===== src/rtl/tfe_seq_pkg.sv =====
// tfe_seq_pkg: shared opcode/state enums and header field positions for the command sequencer
package tfe_seq_pkg;
  localparam int OP_MSB = 7;
  localparam int OP_LSB = 5;
  localparam int RSV_BIT = 4;
  typedef enum logic [2:0] {
    OP_NOP     = 3'd0,
    OP_LOAD    = 3'd1,
    OP_CLEAR   = 3'd2,
    OP_ACCUM   = 3'd3,
    OP_READOUT = 3'd4
  } tfe_op_e;
  typedef enum logic [2:0] {
    S_IDLE,
    S_LOAD,
    S_CLR,
    S_ACC,
    S_RD
  } tfe_seq_state_e;
endpackage


===== src/rtl/tfe_seq_hdr_decode.sv =====
// tfe_seq_hdr_decode: combinational header split into opcode, len and illegal flag
// TFE_SEQ_ERR_EN makes a set reserved bit count as illegal; otherwise it is ignored.
module tfe_seq_hdr_decode
  import tfe_seq_pkg::*;
#(
  parameter int DATA_W = 8,
  parameter int LEN_W  = 4
) (
  input  logic [DATA_W-1:0] hdr,
  output tfe_op_e           op,
  output logic [LEN_W-1:0]  len,
  output logic              illegal
);
`ifdef TFE_SEQ_ERR_EN
  localparam bit RSV_CHK = 1'b1;
`else
  localparam bit RSV_CHK = 1'b0;
`endif
  assign op = tfe_op_e'(hdr[OP_MSB:OP_LSB]);
  assign len = hdr[LEN_W-1:0];
  assign illegal = (hdr[OP_MSB:OP_LSB] > 3'd4) | (RSV_CHK & hdr[RSV_BIT]);
endmodule


===== src/rtl/tfe_cmd_sequencer.sv =====
// tfe_cmd_sequencer: byte-stream command parser driving the MAC core strobes and data bus
// TFE_SEQ_ERR_EN enables the sticky err flag for illegal headers; undefined ties err to 0.
module tfe_cmd_sequencer
  import tfe_seq_pkg::*;
#(
  parameter int DATA_W = 8,
  parameter int LEN_W  = 4
) (
  input  logic              clk,
  input  logic              rst_n,
  input  logic [DATA_W-1:0] in_data,
  input  logic              in_valid,
  output logic              in_ready,
  output logic [DATA_W-1:0] core_data,
  output logic              core_write,
  output logic              core_read,
  output logic              core_clear,
  output logic              core_accu_en,
  output logic              core_out_en,
  output logic              busy,
  output logic              err
);
  tfe_seq_state_e   state;
  logic [LEN_W-1:0] cnt;
  tfe_op_e          op;
  logic [LEN_W-1:0] len;
  logic             illegal;
  tfe_seq_hdr_decode #(.DATA_W(DATA_W), .LEN_W(LEN_W)) u_dec (
    .hdr     (in_data),
    .op      (op),
    .len     (len),
    .illegal (illegal)
  );
  assign in_ready = (state == S_IDLE) || (state == S_LOAD);
  always_ff @(posedge clk or negedge rst_n) begin
    if (!rst_n) begin
      state        <= S_IDLE;
      cnt          <= '0;
      core_data    <= '0;
      core_write   <= 1'b0;
      core_read    <= 1'b0;
      core_clear   <= 1'b0;
      core_accu_en <= 1'b0;
      core_out_en  <= 1'b0;
      busy         <= 1'b0;
    end else begin
      core_write   <= 1'b0;
      core_read    <= 1'b0;
      core_clear   <= 1'b0;
      core_accu_en <= 1'b0;
      core_out_en  <= 1'b0;
      case (state)
        S_IDLE: if (in_valid && !illegal) begin
          case (op)
            OP_LOAD: begin
              state <= S_LOAD;
              cnt   <= len;
              busy  <= 1'b1;
            end
            OP_CLEAR: begin
              state      <= S_CLR;
              core_clear <= 1'b1;
              busy       <= 1'b1;
            end
            OP_ACCUM: begin
              state        <= S_ACC;
              cnt          <= len;
              core_read    <= 1'b1;
              core_accu_en <= 1'b1;
              busy         <= 1'b1;
            end
            OP_READOUT: begin
              state       <= S_RD;
              cnt         <= len;
              core_out_en <= 1'b1;
              busy        <= 1'b1;
            end
            default: ;
          endcase
        end
        S_LOAD: if (in_valid) begin
          core_data  <= in_data;
          core_write <= 1'b1;
          if (cnt == '0) begin
            state <= S_IDLE;
            busy  <= 1'b0;
          end else cnt <= cnt - 1'b1;
        end
        S_CLR: begin
          state <= S_IDLE;
          busy  <= 1'b0;
        end
        S_ACC: if (cnt == '0) begin
          state <= S_IDLE;
          busy  <= 1'b0;
        end else begin
          cnt          <= cnt - 1'b1;
          core_read    <= 1'b1;
          core_accu_en <= 1'b1;
        end
        S_RD: if (cnt == '0) begin
          state <= S_IDLE;
          busy  <= 1'b0;
        end else begin
          cnt         <= cnt - 1'b1;
          core_out_en <= 1'b1;
        end
        default: begin
          state <= S_IDLE;
          busy  <= 1'b0;
        end
      endcase
    end
  end
`ifdef TFE_SEQ_ERR_EN
  // illegal wins over CLEAR so a CLEAR header with the reserved bit set still flags
  always_ff @(posedge clk or negedge rst_n) begin
    if (!rst_n) err <= 1'b0;
    else if (state == S_IDLE && in_valid && illegal) err <= 1'b1;
    else if (state == S_IDLE && in_valid && op == OP_CLEAR) err <= 1'b0;
  end
`else
  assign err = 1'b0;
`endif
endmodule


===== config.mk =====
export PLATFORM = sky130hd
export DESIGN_NAME = tfe_cmd_sequencer
export DESIGN_NICKNAME = d
export VERILOG_FILES = /design/src/rtl/tfe_seq_pkg.sv /design/src/rtl/tfe_seq_hdr_decode.sv /design/src/rtl/tfe_cmd_sequencer.sv
export SDC_FILE = /design/constraint.sdc
export NUM_CORES = 1
export LEC_CHECK = 0
export ABC_AREA = 1
export CAP_MARGIN = 20
export CELL_PAD_IN_SITES_DETAIL_PLACEMENT = 1
export CELL_PAD_IN_SITES_GLOBAL_PLACEMENT = 2
export CORE_ASPECT_RATIO = 1.25
export CORE_UTILIZATION = 31
export CTS_BUF_LIST = sky130_fd_sc_hd__clkbuf_4
export DETAILED_ROUTE_END_ITERATION = 7
export GPL_TIMING_DRIVEN = 0
export HOLD_SLACK_MARGIN = 0.08
export PLACE_DENSITY = 0.86
export SLEW_MARGIN = 20
export SYNTH_ARGS = -nofsm -noshare
export SYNTH_HDL_FRONTEND = slang
export SYNTH_SLANG_ARGS = --single-unit

===== constraint.sdc =====
create_clock -name clk -period 2.2 [get_ports clk]
set_input_delay 0.44 -clock clk [delete_from_list [all_inputs] [get_ports clk]]
set_output_delay 0.44 -clock clk [all_outputs]
set_load 0.01 [all_outputs]

[After elaboration in Yosys (flattened, before gate mapping)]
Index checks and enable logic that the tools add are counted.
Storage, ports and cells
  bits in writable memories: 0
  bits in registers: 20
  word-level logic and storage cells: 62
  memory bits (read-only): 0
  output and inout bits: 16
  memories kept: 0
  bits in latches: 0
Cells by class
  reduce and logical (&&, ||, !) cells: 13
  bitwise logic cells: 0
  order comparisons: 1
  divide/modulo/power cells: 0
  shift operators: 0
  $add $sub $neg: 1
  muxes and demuxes: 27
  multiply operators: 0
  equality and inequality tests: 12
Operator list (number)
  4-bit 2-to-1 mux: 4
  1-bit 2-to-1 mux: 14
  3-bit case mux with 4 select lines: 1
  4-bit case mux with 3 select lines: 1
  3-bit by 2-bit equality test with 1-bit output, second input constant: 3
  3-bit 2-to-1 mux: 3
  3-bit case mux with 3 select lines: 1
  3-bit by 1-bit equality test with 1-bit output, second input constant: 2
  3-bit equality test, second input constant: 2
  2-bit != test, second input constant: 3
  3-bit AND reduction: 2
  5-bit by 1-bit != test with 1-bit output, second input constant: 1
  4-bit zero test: 1
  1-bit case mux with 2 select lines: 2
  4-bit AND reduction: 1
  4-bit OR reduction: 1
  4-bit by 1-bit subtractor with 4-bit output, second input constant: 1
  3-bit > comparator, second input constant: 1
  3-bit zero test: 1
  1-bit case mux with 3 select lines: 1
  3-bit nonzero test: 1
  3-bit OR reduction: 1
  2-bit by 1-bit != test with 1-bit output, second input constant: 1
  2-bit AND reduction: 1
  other kinds (4): 4

[Depth between registers and ports, before layout]
  depth after elaboration: 5
  gate-level depth with buffers: 9

[Modules after synthesis]
A second synthesis with hierarchy kept.
Unflattened totals
  cell total of the unflattened synthesis: 152
  area, all modules: 1161.1 µm²
By module, submodules not included
  tfe_cmd_sequencer: cells each 142, instances 1, area an instance 1097.3 µm², sequential area each 500.5 µm²
  tfe_seq_hdr_decode: cells each 10, instances 1, area an instance 63.8 µm², sequential area each 0.0 µm²

[Least setup slack after synthesis]
No wires, ideal clock.
  path type: register -> register
  start: register cnt[0]
  end: register state[0]
  path slack: 0.838 ns
  cell stages (with the launch flop): 10
  setup time: 0.117 ns
  data required time: 2.083 ns
  data arrival time: 1.245 ns
  cells stage by stage: dfrtp_1 > inv_1 > ha_1 > inv_1 > nor3_2 > inv_1 > nand2_1 > nand3_1 > nand2_1 > nand2_1
On the way
  longest elaborated chain between the ends: 4
RTL lines
  start, declared: RTL line tfe_cmd_sequencer.sv:24  | logic [LEN_W-1:0] cnt;
  start signal, assigned: RTL line tfe_cmd_sequencer.sv:57  | cnt <= len;
  start signal, assigned: RTL line tfe_cmd_sequencer.sv:67  | cnt <= len;
  start signal, assigned: RTL line tfe_cmd_sequencer.sv:74  | cnt <= len;
  4-bit zero test (*): RTL line tfe_cmd_sequencer.sv:84, tfe_cmd_sequencer.sv:93, tfe_cmd_sequencer.sv:101
  3-bit 2-to-1 mux (*)
  3-bit 2-to-1 mux
  3-bit case mux with 3 select lines (*)
  end signal, assigned: RTL line tfe_cmd_sequencer.sv:85  | state <= S_IDLE;
  end signal, assigned: RTL line tfe_cmd_sequencer.sv:94  | state <= S_IDLE;
  end signal, assigned: RTL line tfe_cmd_sequencer.sv:102  | state <= S_IDLE;
  end, declared: RTL line tfe_cmd_sequencer.sv:23  | tfe_seq_state_e state;
Every way passes the cells marked *; elsewhere a longest branch is shown, timed or not. The select of a mux whose other input is x is not followed.
A chain may end at the register's enable or synchronous reset.

[Worst setup path after layout]
  start: register state[0]
  end: output in_ready
On the way
  longest elaborated chain between the ends: 2
  elaborated cells between the ends (all ways): 3
RTL lines
  start signal, assigned: RTL line tfe_cmd_sequencer.sv:37  | state <= S_IDLE;
  start signal, assigned: RTL line tfe_cmd_sequencer.sv:56  | state <= S_LOAD;
  start signal, assigned: RTL line tfe_cmd_sequencer.sv:61  | state <= S_CLR;
  3-bit by 1-bit equality test with 1-bit output or 3-bit zero test (tied branches): RTL line tfe_cmd_sequencer.sv:34  | assign in_ready = (state == S_IDLE) || (state == S_LOAD);
  1-bit logical OR (*): RTL line tfe_cmd_sequencer.sv:34
  end, declared: RTL line tfe_cmd_sequencer.sv:13  | output logic in_ready,
Every way passes the cells marked *; elsewhere a longest branch is shown, timed or not.

==> run summary <==
The length in cells of the worst reg-to-reg path is 9. The worst setup path is launched from a flip-flop. The clock passes through at most 2 buffers. The starting utilization of the core area is ~34%. The maximum number of pins on one net before global-route repair came out at 21.

In this run the worst hold path is classified as in2async. The die is slightly below 70 um tall. The peak fanout along the critical path is 9.

Summed over all instances, the cell type with the most area after synthesis is sky130_fd_sc_hd__dfrtp_1. Based on the critical path, the design can be clocked at up to 560.0 MHz. The total count of hold-check failures in the final report came out at 0.

The number of antenna diodes came out at 0. The die area came out at 3829 sq um. The worst path required time is approximately 1.8 ns.

The synthesis warning total came out at 0. The final antenna-violating net count came out at 0. The die boundary width is 55.55 um. The total count of max-transition violations in the final report is 0.

The highest ir drop seen on vdd is ~0.00064 V. The routed wirelength normalized by instance count came out at ~14 um. The flow ran to the end, and the final reports show no timing, DRC or antenna violations.

For the final database, setup skew stands at between 0.001 and 0.0015 ns. The worst hold slack across all endpoints is 0.05667 ns. Summing every instance area after synthesis gives 1111 sq um. The worst setup path is captured at a primary output. The slowest stage of the critical path is the sky130_fd_sc_hd__dfrtp_2 cell. The tree is rooted in a sky130_fd_sc_hd__clkbuf_4.

The number of antenna violations at the first check in global routing is 0. CTS saw 20 sinks. The cell count after synthesis came out at approximately 140.

TritonCTS built the clock tree. The largest stage delay on the critical path is 0.47 ns. The core area came out at approximately 3300 sq um. The share of the clock period used by the worst path after layout is 81.17%. The leakage power summed over all cells came out at ~0.74 nW. The row count is 23.

The fraction of layout instances using a drive strength above 1 is between 15 and 20%. The relative area change from synthesis to final layout came out at 31.98%. The met1 global-route usage is a little under a fifth.

The total buffers and inverters traversed by the critical path is 1. The setup path with the least slack is of type reg2out. The post-synthesis cell type count came out at 22. The overall track demand over capacity in global routing is 16.54%. The number of filler cells placed in the layout came out at around 410. The number of enable flip-flop cells after synthesis is 0. The synthesized design devotes to its leading area cell type 45.05% of total area. The power density relative to cell area came out at roughly 1400 nW/um^2. The mean cell area of the mapped netlist is 8.110 sq um. The fraction of met2 tracks used by global routing came out at between 30% and 40%.

The number of top-level pins is 27. Setup repair after global routing left no endpoint under its margin. The global-route met3 utilization came out at ~1.9%.

The DRC violation count after routing is 0. Yosys attributes the largest share of cell area to sky130_fd_sc_hd__dfrtp_1 (45%), sky130_fd_sc_hd__nand2_1 (15%), sky130_fd_sc_hd__inv_1 (6.4%), sky130_fd_sc_hd__nand3_1 (4.5%), sky130_fd_sc_hd__nor2_4 (4.1%). The number of nets in the synthesized netlist is 149. The number of global-route vias before repair came out at between 1k and 1.5k. The detailed-route via count is roughly 1.0k. The most congested layer reported by global routing is met2. The sum of net half-perimeters after detailed placement is between 2 and 2.5 mm.

The number of hold-repair buffers added at the cts stage came out at 0. The count of final setup violators is 0. In the synthesized netlist the dominant register cell turns out to be sky130_fd_sc_hd__dfrtp_1. The fraction of the yosys area taken by sequential cells is a little under half. The post-layout net count is 180. The number of iterations in the first detailed-routing pass came out at 3.

Walking the worst path, the cells encountered are nor2_4, nand2_4, nand2_2, dlymetal6s2s_1. The H-tree depth reported by CTS came out at 1. The first global-routing pass estimated about 4.8 mm of wire. The endpoint arrival time on the critical path is around 1.4 ns.

The post-layout minimum cycle time came out at approximately 1.8 ns. The critical path depth in cells came out at 4. The final weighted congestion in routability-driven placement is 0.7799. Among cell families on the critical path, the largest total delay comes from flip-flops.

The final sum of negative setup slack is 0 ns. The max-cap violation count came out at 0. The proportion of register bits with asynchronous set or reset after synthesis came out at 100.0%. The total overflow left after global routing is 0.

The post-CTS clock slew at the launch and capture registers of the worst setup and hold paths came out at ~0.13 ns. Port buffering added 25 buffers. The detailed-route vias per instance came out at 4.980. The number of clock buffers inserted by TritonCTS is 3. The number of DRC markers in iteration 0 came out at 26. The clock latency on the worst-skew pair came out at approximately 0.32 ns. The sum of routed wire length over all layers came out at 2.757 mm. The setup slack of the most critical reg-to-reg path is roughly 0.53 ns. The number of register bits inferred by synthesis came out at 20.
==> path summary, 6_finish.rpt <==
check,startpoint,endpoint
min in group clk,cnt[0],cnt[0]
setup / recovery,state[0],in_ready
setup reg to reg,cnt[0],busy
hold reg to reg,cnt[0],cnt[0]
max in group asynchronous,rst_n,state[0]
hold / removal,rst_n,core_data[6]
==> layout by cell type, fill, tap and decap left out, types with 4 or more instances in the layout <==
cell type	instances
sky130_fd_sc_hd__clkdlybuf4s50_1	23
sky130_fd_sc_hd__dfrtp_1	19
sky130_fd_sc_hd__inv_1	19
sky130_fd_sc_hd__nand2_1	44
sky130_fd_sc_hd__nand2_2	5
sky130_fd_sc_hd__nand3_1	10
sky130_fd_sc_hd__nor2_1	5
sky130_fd_sc_hd__nor2_4	4
sky130_fd_sc_hd__o21ai_0	5
sky130_fd_sc_hd__o21ai_2	5
==> metal layers <==
metal | vias up | part of all wire (%) | wire length (um)
met3 | 5 | 2.1 | 58
met5 | - | 0 | 0
met1 | 503 | 41 | 1139
met2 | 14 | 54 | 1500
li1 | 494 | - | -
met4 | 0 | 2.1 | 59
==> stage by stage <==
step	total power (W)	setup WS [ns]	cell area (sq um)	instances	util, %
2_1_floorplan	0.001365	0.8380	1111	137	-
3_3_place_gp	0.001745	0.3780	1408	199	42.53
3_5_place_dp	0.001795	0.3249	1408	199	42.53
4_1_cts	0.002121	0.007701	1460	203	44.12
6_report	0.002093	0.4143	1466	204	44.31
5_1_grt	0.002269	0.3245	1466	204	44.31
==> report_power, final <==
part	internal (W)	leakage (nW)	switching, W
sequential	0.000514	0.255	0.000101
clock	0.000184	0.0279	0.000130
combinational	0.000490	0.455	0.000672
==> final cells by class <==
cell class                      instances  area (sq um)  area share [%]
Clock inverter                          1         30.03           2.048
Multi-Input combinational cell         93         505.5           34.47
Inverter                               21         78.83           5.375
Tap cell                               37         46.29           3.157
Timing Repair Buffer                   26         255.2           17.41
Clock buffer                            3         22.52           1.536
Buffer                                  3         26.28           1.792
Sequential cell                        20         501.7           34.21
==> timing repair <==
| item | in CTS | in global routing |
|---|---|---|
| resized for setup | 0 | 2 |
| hold endpoints to repair | 0 | 0 |
| setup buffers | 0 | 1 |
| setup endpoints to repair | 0 | 1 |
==> state kept, by name, summed over array words and instances (netlist names) <==
| name | cells |
|---|---|
| core_data | 8 |
| core_out_en | 1 |
| state | 3 |
| cnt | 4 |
| core_accu_en | 1 |
| core_write | 1 |
| core_clear | 1 |
| busy | 1 |
==> worst reg2reg max path, cell delays in order (launching register included) <==
cell                      delay, ns
sky130_fd_sc_hd__dfrtp_1       0.40
sky130_fd_sc_hd__inv_1         0.13
sky130_fd_sc_hd__ha_1          0.20
sky130_fd_sc_hd__inv_1         0.07
sky130_fd_sc_hd__nor3_2        0.29
sky130_fd_sc_hd__inv_1         0.11
sky130_fd_sc_hd__nand2_1       0.14
sky130_fd_sc_hd__nand3_1       0.12
sky130_fd_sc_hd__nand2_1       0.07
sky130_fd_sc_hd__nand2_1       0.04
==> cell families after synthesis <==
| kind of cell | after synthesis | share of synthesized area (%) |
|---|---|---|
| compound gates | 13 | 8.220 |
| simple gates | 78 | 35.81 |
| fa+ha+maj | 1 | 1.126 |
| buf+inv | 24 | 9.459 |
| flops | 20 | 45.05 |
| other cells | 1 | 0.3375 |
==> cell usage after synthesis, types with 2 or more instances <==
cell type,instances
sky130_fd_sc_hd__nand2_1,44
sky130_fd_sc_hd__dfrtp_1,20
sky130_fd_sc_hd__inv_1,19
sky130_fd_sc_hd__nand3_1,10
sky130_fd_sc_hd__nand2_2,5
sky130_fd_sc_hd__nor2_1,5
sky130_fd_sc_hd__o21ai_0,5
sky130_fd_sc_hd__o21ai_2,5
sky130_fd_sc_hd__nor2_4,4
sky130_fd_sc_hd__nand4_1,3
sky130_fd_sc_hd__buf_4,2
sky130_fd_sc_hd__inv_2,2
sky130_fd_sc_hd__nand3_2,2
sky130_fd_sc_hd__nor3_1,2
sky130_fd_sc_hd__o32ai_1,2
Note: power is estimated with default switching activity, not from simulation.
